[src/rtl/rf_wb_arbiter_pkg.sv]
// rf_wb_arbiter shared types and constants.
// Widths match the register-file word and address.
package rf_wb_pkg;

  localparam int DATA_W = 17;
  localparam int ADDR_W = 4;

  localparam logic [ADDR_W-1:0] ZERO_REG = '0;

  typedef struct packed {
    logic [ADDR_W-1:0] addr;
    logic [DATA_W-1:0] data;
    logic              kill;
  } wb_entry_t;

endpackage

[src/rtl/rf_wb_arbiter_if.sv]
// Write-back bus: ALU/load inputs, register-file write port,
// and the hazard lookup ports.
interface rf_wb_arbiter_if;
  import rf_wb_pkg::*;

  logic              alu_valid;
  logic [ADDR_W-1:0] alu_addr;
  logic [DATA_W-1:0] alu_data;

  logic              mem_valid;
  logic              mem_ready;
  logic [ADDR_W-1:0] mem_addr;
  logic [DATA_W-1:0] mem_data;

  logic              stall_req;

  logic              wb_we;
  logic [ADDR_W-1:0] wb_addr;
  logic [DATA_W-1:0] wb_data;

  logic [ADDR_W-1:0] q0_addr;
  logic [ADDR_W-1:0] q1_addr;
  logic              q0_pend;
  logic              q1_pend;

  modport master (
    output alu_valid, alu_addr, alu_data,
    output mem_valid, mem_addr, mem_data,
    output q0_addr, q1_addr,
    input  mem_ready, stall_req,
    input  wb_we, wb_addr, wb_data,
    input  q0_pend, q1_pend
  );

  modport slave (
    input  alu_valid, alu_addr, alu_data,
    input  mem_valid, mem_addr, mem_data,
    input  q0_addr, q1_addr,
    output mem_ready, stall_req,
    output wb_we, wb_addr, wb_data,
    output q0_pend, q1_pend
  );

endinterface

[src/rtl/rf_wb_arbiter_fifo.sv]
// Load-result FIFO with kill-by-address and per-entry
// live/address match vectors for hazard lookup.
module rf_wb_fifo
  import rf_wb_pkg::*;
#(
  parameter  int DEPTH = 4,
  localparam int IW    = $clog2(DEPTH),
  localparam int PW    = IW + 1
) (
  input  logic              clk,
  input  logic              rst,
  input  logic              push,
  input  wb_entry_t         push_entry,
  input  logic              pop,
  input  logic              kill_en,
  input  logic [ADDR_W-1:0] kill_addr,
  input  logic [ADDR_W-1:0] q0_addr,
  input  logic [ADDR_W-1:0] q1_addr,
  output wb_entry_t         head,
  output logic [PW-1:0]     count,
  output logic              empty,
  output logic              full,
  output logic [DEPTH-1:0]  q0_match,
  output logic [DEPTH-1:0]  q1_match
);

  wb_entry_t        mem [DEPTH];
  logic [PW-1:0]    wr_ptr;
  logic [PW-1:0]    rd_ptr;
  logic [IW-1:0]    wr_idx;
  logic [IW-1:0]    rd_idx;
  logic [DEPTH-1:0] live;
  logic             push_kill;

  assign wr_idx = wr_ptr[IW-1:0];
  assign rd_idx = rd_ptr[IW-1:0];
  assign count  = wr_ptr - rd_ptr;
  assign empty  = (wr_ptr == rd_ptr);
  assign full   = (wr_ptr[IW] != rd_ptr[IW])
               && (wr_idx == rd_idx);
  assign head   = mem[rd_idx];

  // A same-cycle ALU write is younger than the pushed load.
  assign push_kill = push_entry.kill
                  || (kill_en
                  && push_entry.addr == kill_addr);

  for (genvar g = 0; g < DEPTH; g++) begin : g_slot
    logic [IW-1:0] off;
    assign off = IW'(g) - rd_idx;
    assign live[g] = ({1'b0, off} < count)
                  && !mem[g].kill;
    assign q0_match[g] = live[g]
                      && (mem[g].addr == q0_addr);
    assign q1_match[g] = live[g]
                      && (mem[g].addr == q1_addr);
  end

  // Storage, kill flags and pointer updates.
  always_ff @(posedge clk or posedge rst) begin
    if (rst) begin
      wr_ptr <= '0;
      rd_ptr <= '0;
      for (int i = 0; i < DEPTH; i++) begin
        mem[i] <= '0;
      end
    end else begin
      if (kill_en) begin
        for (int i = 0; i < DEPTH; i++) begin
          if (mem[i].addr == kill_addr) begin
            mem[i].kill <= 1'b1;
          end
        end
      end
      if (push) begin
        mem[wr_idx] <= '{
          addr: push_entry.addr,
          data: push_entry.data,
          kill: push_kill
        };
        wr_ptr <= wr_ptr + 1'b1;
      end
      if (pop) begin
        rd_ptr <= rd_ptr + 1'b1;
      end
    end
  end

  a_no_push_full: assert property (
    @(posedge clk) disable iff (rst)
    !(push && full)
  ) else $error("push while fifo full");

  a_no_pop_empty: assert property (
    @(posedge clk) disable iff (rst)
    !(pop && empty)
  ) else $error("pop while fifo empty");

endmodule

[src/rtl/rf_wb_arbiter.sv]
// Write-back arbiter: ALU has priority, loads buffered.
// Optional macro RF_WB_BYPASS_EN: empty-FIFO load bypass.
module rf_wb_arbiter
  import rf_wb_pkg::*;
#(
  parameter  int DEPTH        = 4,
  parameter  int STARVE_LIMIT = 3,
  localparam int PW = $clog2(DEPTH) + 1,
  localparam int SW = $clog2(STARVE_LIMIT + 1)
) (
  input logic            clk,
  input logic            rst,
  rf_wb_arbiter_if.slave bus
);

  wb_entry_t         head;
  wb_entry_t         push_entry;
  logic [PW-1:0]     count;
  logic [PW-1:0]     count_nxt;
  logic              empty;
  logic              full;
  logic [DEPTH-1:0]  q0_match;
  logic [DEPTH-1:0]  q1_match;

  logic              mem_acc;
  logic              push;
  logic              pop;
  logic              bypass;
  logic              alu_wr;
  logic              head_live;

  logic [SW-1:0]     starve;
  logic [SW-1:0]     starve_nxt;
  logic              stall_req;

  logic              wb_we;
  logic [ADDR_W-1:0] wb_addr;
  logic [DATA_W-1:0] wb_data;

  assign mem_acc   = bus.mem_valid && !full;
  assign alu_wr    = bus.alu_valid
                  && (bus.alu_addr != ZERO_REG);
  assign pop       = !bus.alu_valid && !empty;
  assign head_live = !empty && !head.kill;

`ifdef RF_WB_BYPASS_EN
  assign bypass = mem_acc && empty
               && !bus.alu_valid;
`else
  assign bypass = 1'b0;
`endif

  assign push = mem_acc && !bypass;

  // r0 loads are pushed already dead so the
  // handshake looks the same for every address.
  assign push_entry = '{
    addr: bus.mem_addr,
    data: bus.mem_data,
    kill: (bus.mem_addr == ZERO_REG)
  };

  assign count_nxt = count + PW'(push) - PW'(pop);

  rf_wb_fifo #(
    .DEPTH (DEPTH)
  ) u_fifo (
    .clk        (clk),
    .rst        (rst),
    .push       (push),
    .push_entry (push_entry),
    .pop        (pop),
    .kill_en    (alu_wr),
    .kill_addr  (bus.alu_addr),
    .q0_addr    (bus.q0_addr),
    .q1_addr    (bus.q1_addr),
    .head       (head),
    .count      (count),
    .empty      (empty),
    .full       (full),
    .q0_match   (q0_match),
    .q1_match   (q1_match)
  );

  // Starvation count: ALU keeps beating a live head.
  always_comb begin
    starve_nxt = starve;
    if (pop || empty) begin
      starve_nxt = '0;
    end else if (bus.alu_valid && head_live
              && starve != SW'(STARVE_LIMIT)) begin
      starve_nxt = starve + 1'b1;
    end
  end

  // Starve counter and registered stall request.
  always_ff @(posedge clk or posedge rst) begin
    if (rst) begin
      starve    <= '0;
      stall_req <= 1'b0;
    end else begin
      starve    <= starve_nxt;
      stall_req <= (starve_nxt == SW'(STARVE_LIMIT))
                || (count_nxt == PW'(DEPTH));
    end
  end

  // Write-port registers: ALU, then FIFO head, then bypass.
  always_ff @(posedge clk or posedge rst) begin
    if (rst) begin
      wb_we   <= 1'b0;
      wb_addr <= '0;
      wb_data <= '0;
    end else if (bus.alu_valid) begin
      wb_we   <= alu_wr;
      wb_addr <= bus.alu_addr;
      wb_data <= bus.alu_data;
    end else if (pop) begin
      wb_we   <= !head.kill;
      wb_addr <= head.addr;
      wb_data <= head.data;
    end else if (bypass) begin
      wb_we   <= (bus.mem_addr != ZERO_REG);
      wb_addr <= bus.mem_addr;
      wb_data <= bus.mem_data;
    end else begin
      wb_we   <= 1'b0;
    end
  end

  assign bus.mem_ready = !full;
  assign bus.stall_req = stall_req;
  assign bus.wb_we     = wb_we;
  assign bus.wb_addr   = wb_addr;
  assign bus.wb_data   = wb_data;

  assign bus.q0_pend = (bus.q0_addr != ZERO_REG)
                    && ((|q0_match)
                    || (wb_we && wb_addr == bus.q0_addr));
  assign bus.q1_pend = (bus.q1_addr != ZERO_REG)
                    && ((|q1_match)
                    || (wb_we && wb_addr == bus.q1_addr));

  a_no_alu_on_stall: assert property (
    @(posedge clk) disable iff (rst)
    !(bus.alu_valid && stall_req)
  ) else $error("alu_valid while stall_req");

endmodule

[src/flat_wrapper.sv]
// flat-port wrapper written by rule: the top's interface ports become plain ports
module rf_wb_arbiter_flat import rf_wb_pkg::*;
#(
  parameter  int DEPTH        = 4,
  parameter  int STARVE_LIMIT = 3,
  localparam int PW = $clog2(DEPTH) + 1,
  localparam int SW = $clog2(STARVE_LIMIT + 1)
)
  (clk, rst, bus_alu_valid, bus_alu_addr, bus_alu_data, bus_mem_valid, bus_mem_addr, bus_mem_data, bus_q0_addr, bus_q1_addr, bus_mem_ready, bus_stall_req, bus_wb_we, bus_wb_addr, bus_wb_data, bus_q0_pend, bus_q1_pend);
  rf_wb_arbiter_if bus_i ();
  input logic clk;
  input logic rst;
  input wire logic [$bits(bus_i.alu_valid)-1:0] bus_alu_valid;
  input wire logic [$bits(bus_i.alu_addr)-1:0] bus_alu_addr;
  input wire logic [$bits(bus_i.alu_data)-1:0] bus_alu_data;
  input wire logic [$bits(bus_i.mem_valid)-1:0] bus_mem_valid;
  input wire logic [$bits(bus_i.mem_addr)-1:0] bus_mem_addr;
  input wire logic [$bits(bus_i.mem_data)-1:0] bus_mem_data;
  input wire logic [$bits(bus_i.q0_addr)-1:0] bus_q0_addr;
  input wire logic [$bits(bus_i.q1_addr)-1:0] bus_q1_addr;
  output wire logic [$bits(bus_i.mem_ready)-1:0] bus_mem_ready;
  output wire logic [$bits(bus_i.stall_req)-1:0] bus_stall_req;
  output wire logic [$bits(bus_i.wb_we)-1:0] bus_wb_we;
  output wire logic [$bits(bus_i.wb_addr)-1:0] bus_wb_addr;
  output wire logic [$bits(bus_i.wb_data)-1:0] bus_wb_data;
  output wire logic [$bits(bus_i.q0_pend)-1:0] bus_q0_pend;
  output wire logic [$bits(bus_i.q1_pend)-1:0] bus_q1_pend;
  assign bus_i.alu_valid = bus_alu_valid;
  assign bus_i.alu_addr = bus_alu_addr;
  assign bus_i.alu_data = bus_alu_data;
  assign bus_i.mem_valid = bus_mem_valid;
  assign bus_i.mem_addr = bus_mem_addr;
  assign bus_i.mem_data = bus_mem_data;
  assign bus_i.q0_addr = bus_q0_addr;
  assign bus_i.q1_addr = bus_q1_addr;
  assign bus_mem_ready = bus_i.mem_ready;
  assign bus_stall_req = bus_i.stall_req;
  assign bus_wb_we = bus_i.wb_we;
  assign bus_wb_addr = bus_i.wb_addr;
  assign bus_wb_data = bus_i.wb_data;
  assign bus_q0_pend = bus_i.q0_pend;
  assign bus_q1_pend = bus_i.q1_pend;
  rf_wb_arbiter #(.DEPTH(DEPTH), .STARVE_LIMIT(STARVE_LIMIT)) u_core (.clk(clk), .rst(rst), .bus(bus_i));
endmodule
[config.mk]
export PLATFORM = sky130hd
export DESIGN_NAME = rf_wb_arbiter_flat
export DESIGN_NICKNAME = d
export VERILOG_FILES = /design/src/rtl/rf_wb_arbiter_pkg.sv /design/src/rtl/rf_wb_arbiter_if.sv /design/src/rtl/rf_wb_arbiter_fifo.sv /design/src/rtl/rf_wb_arbiter.sv /design/src/flat_wrapper.sv
export SDC_FILE = /design/constraint.sdc
export NUM_CORES = 1
export LEC_CHECK = 0
export ABC_AREA = 1
export CORE_ASPECT_RATIO = 0.5
export CORE_MARGIN = 1.5
export CORE_UTILIZATION = 45
export CTS_CLUSTER_DIAMETER = 60
export DETAILED_ROUTE_END_ITERATION = 10
export PLACE_DENSITY = 0.66
export SYNTH_ARGS = -nofsm -noshare
export SYNTH_HDL_FRONTEND = slang
export SYNTH_SLANG_ARGS = --single-unit
[constraint.sdc]
create_clock -name clk -period 4.3 [get_ports clk]
set_input_delay 0.86 -clock clk [delete_from_list [all_inputs] [get_ports clk]]
set_output_delay 0.86 -clock clk [all_outputs]
set_load 0.02 [all_outputs]
[After elaboration in Yosys (flattened, before gate mapping)]
Index checks and enable logic that the tools add are counted.
Widths: inputs -> output; s select.
Storage, ports and cells
  logic and storage cells: 127
  register bits: 119
  bits of input ports: 54
  latch bits: 0
  memory bits (writable): 0
  memories kept: 0
  bits in read-only memories: 0
  output and inout bits: 26
Cells by class
  multipliers: 0
  shift-type cells: 0
  mux-type cells: 23
  order comparisons: 7
  $add $sub $neg: 10
  reduce and logical (&&, ||, !) cells: 45
  bitwise logic cells: 2
  equality and inequality tests: 21
  divide/modulo/power cells: 0
Operator list (number)
  $bwmux 88: 1
  $mux 67: 1
  $mux 22: 3
  $eq 4x4->1: 15
  $bmux 22 s2: 1
  $demux 22 s2: 1
  $mux 17: 2
  $logic_and 1x1->1: 25
  $lt 2x3->1: 4
  $reduce_bool 4->1: 3
  $mux 1: 10
  $logic_not 1->1: 8
  $mux 4: 2
  $reduce_or 4->1: 2
  $add 3x1->3 const B: 2
  $ge 3x3->1 const B: 2
  $not 2->3: 2
  $logic_or 1x1->1: 5
  $logic_not 4->1: 1
  $mux 2: 2
  $sub 1x2->2 const A: 2
  $sub 2x2->2 const A: 2
  $add 3x1->3: 1
  $eq 3x3->1: 1
  10 further kinds: 10

[Depth between registers and ports, before layout]
Gate-level depths: netlist (run 1).
  depth after elaboration: 12
  depth in mapped cells: 18
  gate-level depth less buffers: 17

[By module]
A second synthesis (run 1) with hierarchy kept.
Second synthesis, totals
  cells, all modules: 829
  area, all modules: 6503.7 um^2
By module, submodules not included
  rf_wb_fifo: times used 1, area an instance 5124.9 um^2, cells an instance 642
  rf_wb_arbiter: times used 1, area an instance 1378.8 um^2, cells an instance 187

[Least setup slack after synthesis (run 1)]
No wires, ideal clock.
  path kind: flip-flop to output port
  start: reg u_core.u_fifo.rd_ptr[1]
  end: out bus_q1_pend
  path slack: 1007 ps
  data arrival time: 2433 ps
  path buffers: 1
  cell stages (with the launch flop): 13
  cells stage by stage: dfrtp_1 > inv_1 > clkbuf_1 > fa_1 > inv_1 > ha_1 > inv_1 > o21bai_1 > nand3_1 > nand3_1 > nand3_1 > nor2_1 > nor2_1
On the way
  longest elaborated chain between the ends: 7
  elaborated cells on any way between the ends: 20
  those cells by class: add/sub (5); order compare (4); reduce/logical (11)
RTL lines
  start, declared: RTL line rf_wb_arbiter_fifo.sv:29  | logic [PW-1:0] rd_ptr;
  start signal, assigned: RTL line rf_wb_arbiter_fifo.sv:84  | rd_ptr <= rd_ptr + 1'b1;
  $sub 3x3->3 (tied with other cells): RTL line rf_wb_arbiter_fifo.sv:37  | assign count = wr_ptr - rd_ptr;
  $lt 2x3->1: RTL line rf_wb_arbiter_fifo.sv:51  | assign live[g] = ({1'b0, off} < count)
  $logic_and 1x1->1: RTL line rf_wb_arbiter_fifo.sv:52  | && !mem[g].kill;
  $logic_and 1x1->1: RTL line rf_wb_arbiter_fifo.sv:56  | && (mem[g].addr == q1_addr);
  $reduce_or 4->1 (*): RTL line rf_wb_arbiter.sv:141  | && ((|q1_match)
  $logic_or 1x1->1 (*): RTL line rf_wb_arbiter.sv:142  | || (wb_we && wb_addr == bus.q1_addr));
  $logic_and 1x1->1 (*): RTL line rf_wb_arbiter.sv:141
  end, declared: RTL line flat_wrapper.sv:27  | output wire logic [$bits(bus_i.q1_pend)-1:0] bus_q1_pend;
Mark *: on every way between the ends. The rest lies on a longest branch, timed or not.

[Worst setup path after layout (run 1)]
  start: reg u_core.u_fifo.wr_ptr[0]
  end: out bus_q1_pend
On the way
  longest elaborated chain between the ends: 7
  elaborated cells on any way between the ends: 16
  those cells by class: add/sub (1); order compare (4); reduce/logical (11)
RTL lines
  start, declared: RTL line rf_wb_arbiter_fifo.sv:28  | logic [PW-1:0] wr_ptr;
  start signal, assigned: RTL line rf_wb_arbiter_fifo.sv:81  | wr_ptr <= wr_ptr + 1'b1;
  $sub 3x3->3 (*): RTL line rf_wb_arbiter_fifo.sv:37
  $lt 2x3->1: RTL line rf_wb_arbiter_fifo.sv:51
  $logic_and 1x1->1: RTL line rf_wb_arbiter_fifo.sv:52
  $logic_and 1x1->1: RTL line rf_wb_arbiter_fifo.sv:56
  $reduce_or 4->1 (*): RTL line rf_wb_arbiter.sv:141
  $logic_or 1x1->1 (*): RTL line rf_wb_arbiter.sv:142
  $logic_and 1x1->1 (*): RTL line rf_wb_arbiter.sv:141
Marked as above.

==> results.toml, run 1 <==
[status]
status = "completed"

[yosys]
synth.distinct_cells = 36
syn-num-nets = 891
ys_async_sr_fraction_pct = 100.0
yosysSeqAreaShare_pct = 42.70
synth.cell_area_mm2 = 0.006974
synth_area_leaders = "dfrtp_1 (43%), nand2_1 (9.8%), o21ai_2 (7.7%)"
synth_edf_count = 0
postSynthAreaPerCell_um2 = 8.526
yosysWarnings = 0
yosysTopAreaCell = "dfrtp_1"
yosys_register_bits = 119
synth_top_area_share_pct = 42.70
ys.flop_type = "dfrtp_1"
syn_inst = 818

[cts]
clock_latency_ns = 0.41
cts.reportedPaths.clkPinSlew_ns = 0.06
cts_sinks = 119
postCtsHoldBufs = 0
cts_buffers = 17
cts_buffer_depth = 2
cts_tree = "yes"
cts_root_buf = "clkbuf_16"
htree_num_levels = 4

[cells_and_area]
regArea_mm2 = 0.002979
area_growth_pct = 18.37
multi_input_area_mm2 = 0.003359
fillers = 1367
layout.nets = 941
n_antenna_cell = 0
drive_gt1_share_pct = 13.41

[power]
clock_power_share_pct = 20.1
leakage_nw = 3.803
p_seq_share_pct = 31.3
finalPower_mw = 6.662
netSwitchingPower_mw = 2.900
p_comb_share_pct = 48.6
powerDensity_mw_per_mm2 = 807.0
internal_power_mw = 3.763
swShare_pct = 43.52
irDropWorstVdd_mv = 0.3488

[timing]
min_period_ns = 3.908
setup_violations = 0
setup-tns-final_ns = 0
worst_pin_slew_ns = 1.037
slew_headroom_pct = 30.82
rsz0062_at_grt = "false"
timing.final.crit_share_pct = 90.88
clock_skew_ns = 0.01077
max_freq_mhz = 255.9
drv_slew = 0
finalHoldViolCount = 0

[hold_path]
min_path_type = "flop to flop"
hold_path.startpoint = "u_core.u_fifo.mem[56]"

[die]
die_w_um = 179.1
rows = 31
die_area_mm2 = 0.01630
core_area_mm2 = 0.01478
start_util_pct = 47.19
die_y_um = 91.03
ios = 80

[global_routing]
grt_pass1_vias = 5496
antenna_found_initial = 0
grt_max_degree = 65
grt_pass1_wl_um = 27860
track_usage_pct = 22.07
overflow = 0

[detailed_routing]
first_pass_iters = 5
wire_per_inst_um = 15.74
drtIter0Drc = 387
antenna_left = 0
drc = 0
wl_um = 16970
viasPerCell = 5.219
num_vias = 5626

[critical_path]
crit_start = "u_core.u_fifo.wr_ptr[0]"
cp.required_ns = 3.44
r2r_start = "u_core.u_fifo.rd_ptr[1]"
critPathMaxFanout = 5
crit_arrival_ns = 3.05
endpoint_kind = "primary output"
crit_type = "flop to primary output"
startpoint_type = "flop"
reg2reg_slack_ns = 0.62

[placed_design]
portBuffers = 79
hpwlAfterDp_um = 10670
place.gp.congestion = 0.9155

[run]
cap_violations = 0
[registers in the layout, indices dropped and copies added (netlist names)]
| signal | flops |
|---|---|
| u_core.u_fifo.mem | 88 |
| u_core.bus.wb_data | 17 |
| u_core.bus.wb_addr | 4 |
| u_core.u_fifo.rd_ptr | 3 |
| u_core.u_fifo.wr_ptr | 3 |
| u_core.starve | 2 |
| u_core.bus.stall_req | 1 |
| u_core.bus.wb_we | 1 |
[per-stage QoR]
step	instances	hold slack [ns]	cell area [um^2]	util (%)	setup WS [ns]
final	1078	0.4754	8255	55.86	0.3920
after global routing	1078	0.4920	8255	55.86	0.1806
after CTS	1078	0.4764	8250	55.83	0.06463
after detailed placement	1047	0.4615	7696	52.08	0.4919
after global placement	1047	0.4580	7696	52.08	0.5989
after floorplan	818	0.4496	6974	-	0.2825
[area by class of cell]
cell class | count | share of cell area (%)
multi-input cells | 576 | 40.69
flip-flops and latches | 119 | 36.09
repair buffers | 85 | 10.34
clock buffers | 17 | 5.153
inverters | 69 | 3.168
well taps | 198 | 3.001
clock inverters | 14 | 1.561
[kinds of logic after synthesis]
group	count (synthesis)	synth area share, %
AO/OA/AOI/OAI	188	18.80
XOR/XNOR	54	6.781
AND/OR/NAND/NOR	315	18.93
buffers and inverters	123	9.167
flip-flops	119	42.70
adder cells (fa/ha/maj)	19	3.624
[layer usage]
metal,vias up,share of wire [%],GRT usage (%)
li1,2747,-,-
met2,146,46,34.94
met1,2716,49,30.92
met5,-,0,0
met3,17,4.0,3.601
met4,0,1.0,6.736
[worst paths after layout]
check	endpoint	cells after the start
max reg2reg	u_core.bus.stall_req	18
min reg2reg	u_core.u_fifo.mem[56]	2
min in group asynchronous	u_core.bus.wb_data[5]	2
max	bus_q1_pend	14
min	u_core.u_fifo.mem[56]	2
max in group asynchronous	u_core.u_fifo.rd_ptr[0]	3
[cells in the final DEF (no fill, tap or decap), types with 23 or more instances in the layout]
cell type / count
nand3_1: 27
xnor2_1: 37
o21ai_0: 51
dfrtp_1: 118
nor2_1: 85
o21ai_2: 61
nand2_1: 182
inv_1: 64
clkdlybuf4s50_1: 77
o211ai_1: 35
o21ai_1: 23
[what timing repair did]
item | 4_1_cts | 5_1_grt
endpoints found under the setup margin | 0 | 2
buffers inserted | 0 | 0
gates resized for setup | 0 | 2
[critical path, cell delays in order (launching register included)]
cell and delay, ns:
dfrtp_1 0.44, inv_1 0.16, ha_1 0.16, inv_1 0.04
fa_1 0.56, inv_1 0.14, ha_1 0.30, inv_1 0.04
o21bai_1 0.13, nand3_1 0.12, nand3_1 0.10, nand3_1 0.06
nor2_1 0.12, nor2_1 0.05, dlymetal6s2s_1 0.21
[cell usage after synthesis (all sizes together) (14+ instances only)]
master    n
buf      40
clkbuf   14
dfrtp   119
ha       17
inv      69
nand2   191
nand3    27
nor2     87
o211ai   35
o21ai   135
xnor2    37
xor2     17
[power groups by stage]
| stage | sequential (mW) | combinational [mW] | clock, mW |
|---|---|---|---|
| 3_3_place_gp | 2.06 | 3.14 | 0 |
| 4_1_cts | 2.07 | 3.26 | 1.36 |
| 3_5_place_dp | 2.09 | 3.24 | 0 |
| 5_1_grt | 2.15 | 3.65 | 1.41 |
| 6_report | 2.09 | 3.24 | 1.34 |
| 2_1_floorplan | 2.08 | 2.45 | 0 |
(Power assumes the default switching activity.)
==> run 2: changes to the inputs <==
Settings changed: GPL_TIMING_DRIVEN set to 0.
==> run 2 against run 1 <==
  * Register-to-register slack gained 0.11 ns
  * Count of clock-buffer cells in the layout stayed put
  * Sequential cell count unchanged
  * Sequential share of layout area fell by 0.96 points
  * Sequential power is 2% lower
  * Clock power about the same
  * Critical endpoint unchanged
  * Largest cell class unchanged
==> results.toml, run 2 (same netlist as run 1, synthesis figures left out) <==
[power]
netSwitchingPower_mw = 3.104
finalPower_mw = 6.944
swShare_pct = 44.70
leakage_nw = 3.931
clock_power_share_pct = 19.1
internal_power_mw = 3.840
p_seq_share_pct = 29.5
irDropWorstVdd_mv = 0.4452
powerDensity_mw_per_mm2 = 819.1
p_comb_share_pct = 51.4

[timing]
clock_skew_ns = 0.01267
max_freq_mhz = 244.7
rsz0062_at_grt = "false"
slew_headroom_pct = 53.34
drv_slew = 0
min_period_ns = 4.086
finalHoldViolCount = 0
setup-tns-final_ns = 0
setup_violations = 0
timing.final.crit_share_pct = 95.03
worst_pin_slew_ns = 0.6999

[die]
start_util_pct = 47.19
core_area_mm2 = 0.01478
die_area_mm2 = 0.01630
rows = 31
die_w_um = 179.1
ios = 80
die_y_um = 91.03

[cells_and_area]
largest_reg_flops = 88
final_util_pct = 57.36
n_antenna_cell = 0
stdcell_area_mm2 = 0.008477
regArea_mm2 = 0.002978
area_growth_pct = 21.55
drive_gt1_share_pct = 16.78
layout.cells.non_filler = 1116
layout.nets = 978
fillers = 1372
final_common_cell = "nand2_1"
mostFrequentLayoutCells = "nand2_1 (182), dfrtp_1 (119), nor2_1 (86), clkdlybuf4s50_1 (65), inv_1 (63)"
multi_input_area_mm2 = 0.003357
top_regs = "u_core.u_fifo.mem x88, u_core.bus.wb_data x17, u_core.bus.wb_addr x4"
regMostFlops = "u_core.u_fifo.mem"

[critical_path]
endpoint_kind = "primary output"
cpPeakStageDelay_ns = 0.56
critPathTopFamily = "adder cells"
critPathMaxFanout = 5
cp_common_cell = "inv_1"
reg2reg_depth = 18
path_cells = "inv_1, ha_1, inv_1, fa_1, inv_1, ha_1, inv_1, o21bai_1, nand3_1, nand3_1, nand3_1, nor2_1, nor2_1, dlygate4sd2_1"
cp_num_buf_inv = 5
critPathSlowestCell = "fa_1"
startpoint_type = "flop"
crit_arrival_ns = 3.23
cp.required_ns = 3.44
crit_cells = 14
crit_type = "flop to primary output"

[global_routing]
grt_pass1_vias = 5723
grt_pass1_wl_um = 31310
grt_use_met2_pct = 39.25
grt_max_degree = 64
met1_usage_pct = 36.98
busiest_layer = "met2"
track_usage_pct = 25.53
overflow = 0
grtUsageMet3_pct = 4.355
antenna_found_initial = 0

[cts]
cts_buffers = 17
clock_latency_ns = 0.43
cts_tree = "yes"
cts_buffer_depth = 2
cts_sinks = 119
cts.reportedPaths.clkPinSlew_ns = 0.07
cts_root_buf = "clkbuf_16"
htree_num_levels = 4

[detailed_routing]
antenna_left = 0
wl_um = 19500
viasPerCell = 5.355
num_vias = 5976
drtIter0Drc = 400
drc = 0
first_pass_iters = 5
wire_per_inst_um = 17.47

[placed_design]
hpwlAfterDp_um = 13530
place_inst = 1084
portBuffers = 67
placed_area_mm2 = 0.007925
place.gp.congestion = 0.9206

[run]
cap_violations = 0

[status]
status = "completed"

[hold_path]
min_path_type = "flop to flop"
min_path_cells = 2
-- run 2: cell types whose count changed in the layout (fill, tap and decap cells not counted), moves of 12 or more --
cell	delta
clkdlybuf4s50_1	-12
buf_6	+14
buf_2	+20
clkbuf_1	+12
-- run 2: path summary, 6_finish.rpt --
check / startpoint / end / slack, ns
hold / removal: u_core.u_fifo.mem[7] / u_core.u_fifo.mem[7] / 0.48
setup / recovery: u_core.u_fifo.wr_ptr[0] / bus_q1_pend / 0.21
setup reg to reg: u_core.u_fifo.rd_ptr[1] / u_core.bus.stall_req / 0.73
min in group asynchronous: rst / u_core.u_fifo.mem[76] / 0.89
hold reg to reg: u_core.u_fifo.mem[7] / u_core.u_fifo.mem[7] / 0.48
max in group asynchronous: rst / u_core.u_fifo.mem[63] / 2.70
-- run 2: what timing repair did --
action	in CTS	in global routing
buffers inserted	1	0
endpoints found under the setup margin	2	0
resized for setup	3	0
hold buffers	0	0
-- run 2: metrics by stage --
stage                     setup slack, ns  hold slack (ns)
final                              0.2138           0.4756
after global routing              0.03172           0.4852
after CTS                          0.2060           0.4770
after detailed placement         -0.01181           0.4631
after global placement             -1.603           0.4579
after floorplan                    0.2825           0.4496
-- run 2: layout make-up --
cell class	instances	share of cell area [%]
clock buffer	17	5.018
sequential	119	35.13
tap	198	2.923
inverter	69	3.159
timing repair buffer	69	8.295
clock inverter	15	1.432
buffer	53	4.443
multi-input combinational	576	39.60
-- run 2: tightest hold or removal path, stage by stage (launching register included) --
cell     delay (ns)
dfrtp_1        0.34
nand2_1        0.06
o21ai_2        0.05
-- run 2: power by group through the flow --
stage          Sequential [mW]  Clock (mW)  Combinational, mW
6_report                  2.05        1.33               3.57
2_1_floorplan             2.08           0               2.45
5_1_grt                   2.11        1.39               3.97
4_1_cts                   2.04        1.34               3.56
3_5_place_dp              2.05           0               3.54
3_3_place_gp              2.03           0               3.44
-- run 2: layer usage --
layer	vias to the layer above	wire length (um)
met1	2900	9284
li1	2853	-
met4	0	217
met5	-	0
met3	26	1116
met2	197	8882
==> run 3: changes to the inputs <==
Settings changed: GPL_TIMING_DRIVEN 0 to not set, PLACE_DENSITY 0.66 to 0.72.
==> run 3 against run 2 <==
  * Combinational power is 9.0% lower
  * Largest power group unchanged
  * Critical path depth unchanged
  * Largest cell class unchanged
  * Via count shrank 5.8%
  * Critical path type unchanged
  * Count of clock-buffer cells in the layout unchanged
  * Cell count decreased by 3.1%
  * Register-to-register slack worse by 0.12 ns
  * Sequential cell count stayed put
==> results.toml, run 3 (same netlist as run 1, synthesis figures left out) <==
[die]
die_w_um = 179.1
rows = 31
start_util_pct = 47.19
core_area_mm2 = 0.01478
ios = 80
die_y_um = 91.03
die_area_mm2 = 0.01630

[cts]
cts.reportedPaths.clkPinSlew_ns = 0.06
cts_tree = "yes"
clock_latency_ns = 0.42
ctsResizeCount = 0
cts_buffer_depth = 2
cts_sinks = 119
cts_buffers = 17
post-cts-setup-buffers = 0
cts_root_buf = "clkbuf_16"
postCtsHoldBufs = 0
htree_num_levels = 4

[critical_path]
path_cells = "inv_1, ha_1, inv_1, fa_1, inv_1, ha_1, inv_1, o21bai_1, nand3_1, nand3_1, nand3_1, nor2_1, nor2_1, dlymetal6s2s_1"
crit_type = "flop to primary output"
endpoint_kind = "primary output"
cp_num_buf_inv = 5
startpoint_type = "flop"
cpPeakStageDelay_ns = 0.56
critPathSlowestCell = "fa_1"
critPathTopFamily = "adder cells"
cp_common_cell = "inv_1"
cp.required_ns = 3.44
critPathMaxFanout = 5
crit_arrival_ns = 3.07

[cells_and_area]
top_regs = "u_core.u_fifo.mem x88, u_core.bus.wb_data x17, u_core.bus.wb_addr x4"
area_growth_pct = 18.62
final_util_pct = 55.98
layout.nets = 943
mostFrequentLayoutCells = "nand2_1 (182), dfrtp_1 (118), nor2_1 (85), clkdlybuf4s50_1 (77), inv_1 (64)"
layout.cells.non_filler = 1081
drive_gt1_share_pct = 13.70
regMostFlops = "u_core.u_fifo.mem"
final_common_cell = "nand2_1"
largest_reg_flops = 88
stdcell_area_mm2 = 0.008273
n_antenna_cell = 0

[detailed_routing]
wl_um = 16960
viasPerCell = 5.210
drtIter0Drc = 349
num_vias = 5632
antenna_left = 0
first_pass_iters = 5
wire_per_inst_um = 15.69
drc = 0

[global_routing]
antenna_found_initial = 0
grt_pass1_wl_um = 28230
grt_pass1_vias = 5631
grt_max_degree = 53
overflow = 0
track_usage_pct = 22.24

[placed_design]
portBuffers = 79
place.gp.congestion = 0.9289
place_inst = 1049
hpwlAfterDp_um = 10960
placed_area_mm2 = 0.007699

[power]
irDropWorstVdd_mv = 0.3458
clock_power_share_pct = 20.4
leakage_nw = 3.816
p_comb_share_pct = 48.5
internal_power_mw = 3.775
p_seq_share_pct = 31.2
swShare_pct = 43.79
powerDensity_mw_per_mm2 = 811.7
netSwitchingPower_mw = 2.940

[run]
cap_violations = 0

[status]
status = "completed"

[timing]
setup_violations = 0
max_freq_mhz = 254.5
holdWs_ns = 0.4752
rsz0062_at_grt = "false"
finalHoldViolCount = 0
timing.final.crit_share_pct = 91.38
slew_headroom_pct = 54.36
worst_pin_slew_ns = 0.6839
setup-tns-final_ns = 0
min_period_ns = 3.929
drv_slew = 0
clock_skew_ns = 0.007856

[hold_path]
min_path_type = "flop to flop"
[run 3: final cells by class]
cell class / count / area, um^2
repair buffers: 87 / 855.8
clock buffers: 17 / 425.4
fillers: 1364 / 6505
multi-input cells: 576 / 3359
clock inverters: 15 / 143.9
inverters: 69 / 261.5
flip-flops and latches: 119 / 2979
well taps: 198 / 247.7
[run 3: routing by layer]
layer	wire length [um]	vias to the layer above	track usage (%)
met4	259	0	7.014
met1	7997	2695	30.39
li1	-	2766	-
met3	855	26	4.858
met2	7851	145	35.07
met5	0	-	0
[run 3: through the flow]
step	worst slack [ns]	total power [mW]
after floorplan	0.2825	4.526
after global placement	0.5851	5.221
after detailed placement	0.4915	5.327
after CTS	0.04483	6.737
after global routing	0.1310	7.265
final	0.3708	6.715
[run 3: path summary, 6_finish.rpt]
kind                                          from  cells past startpoint               endpoint  slack [ns]
max                        u_core.u_fifo.wr_ptr[0]                     14            bus_q0_pend        0.37
min                          u_core.u_fifo.mem[48]                      2  u_core.u_fifo.mem[48]        0.48
max reg2reg                u_core.u_fifo.rd_ptr[1]                     18   u_core.bus.stall_req        0.61
min reg2reg                  u_core.u_fifo.mem[48]                      2  u_core.u_fifo.mem[48]        0.48
max in group asynchronous                      rst                      3  u_core.u_fifo.mem[79]        2.52
min in group asynchronous                      rst                      2  u_core.bus.wb_data[7]        0.89
[run 3: power by group through the flow]
stage               sequential (mW)  clock (mW)  combinational, mW
global route                   2.16        1.45               3.66
detailed placement             2.09           0               3.24
CTS                            2.08        1.39               3.27
floorplan                      2.08           0               2.45
global placement               2.08           0               3.15
finish                         2.09        1.37               3.25
[run 3: worst min-delay path, delay by kind of cell (launching register included)]
family / cells / cell delay [ns]
flops: 1 / 0.33
compound gates: 1 / 0.05
simple gates: 1 / 0.06
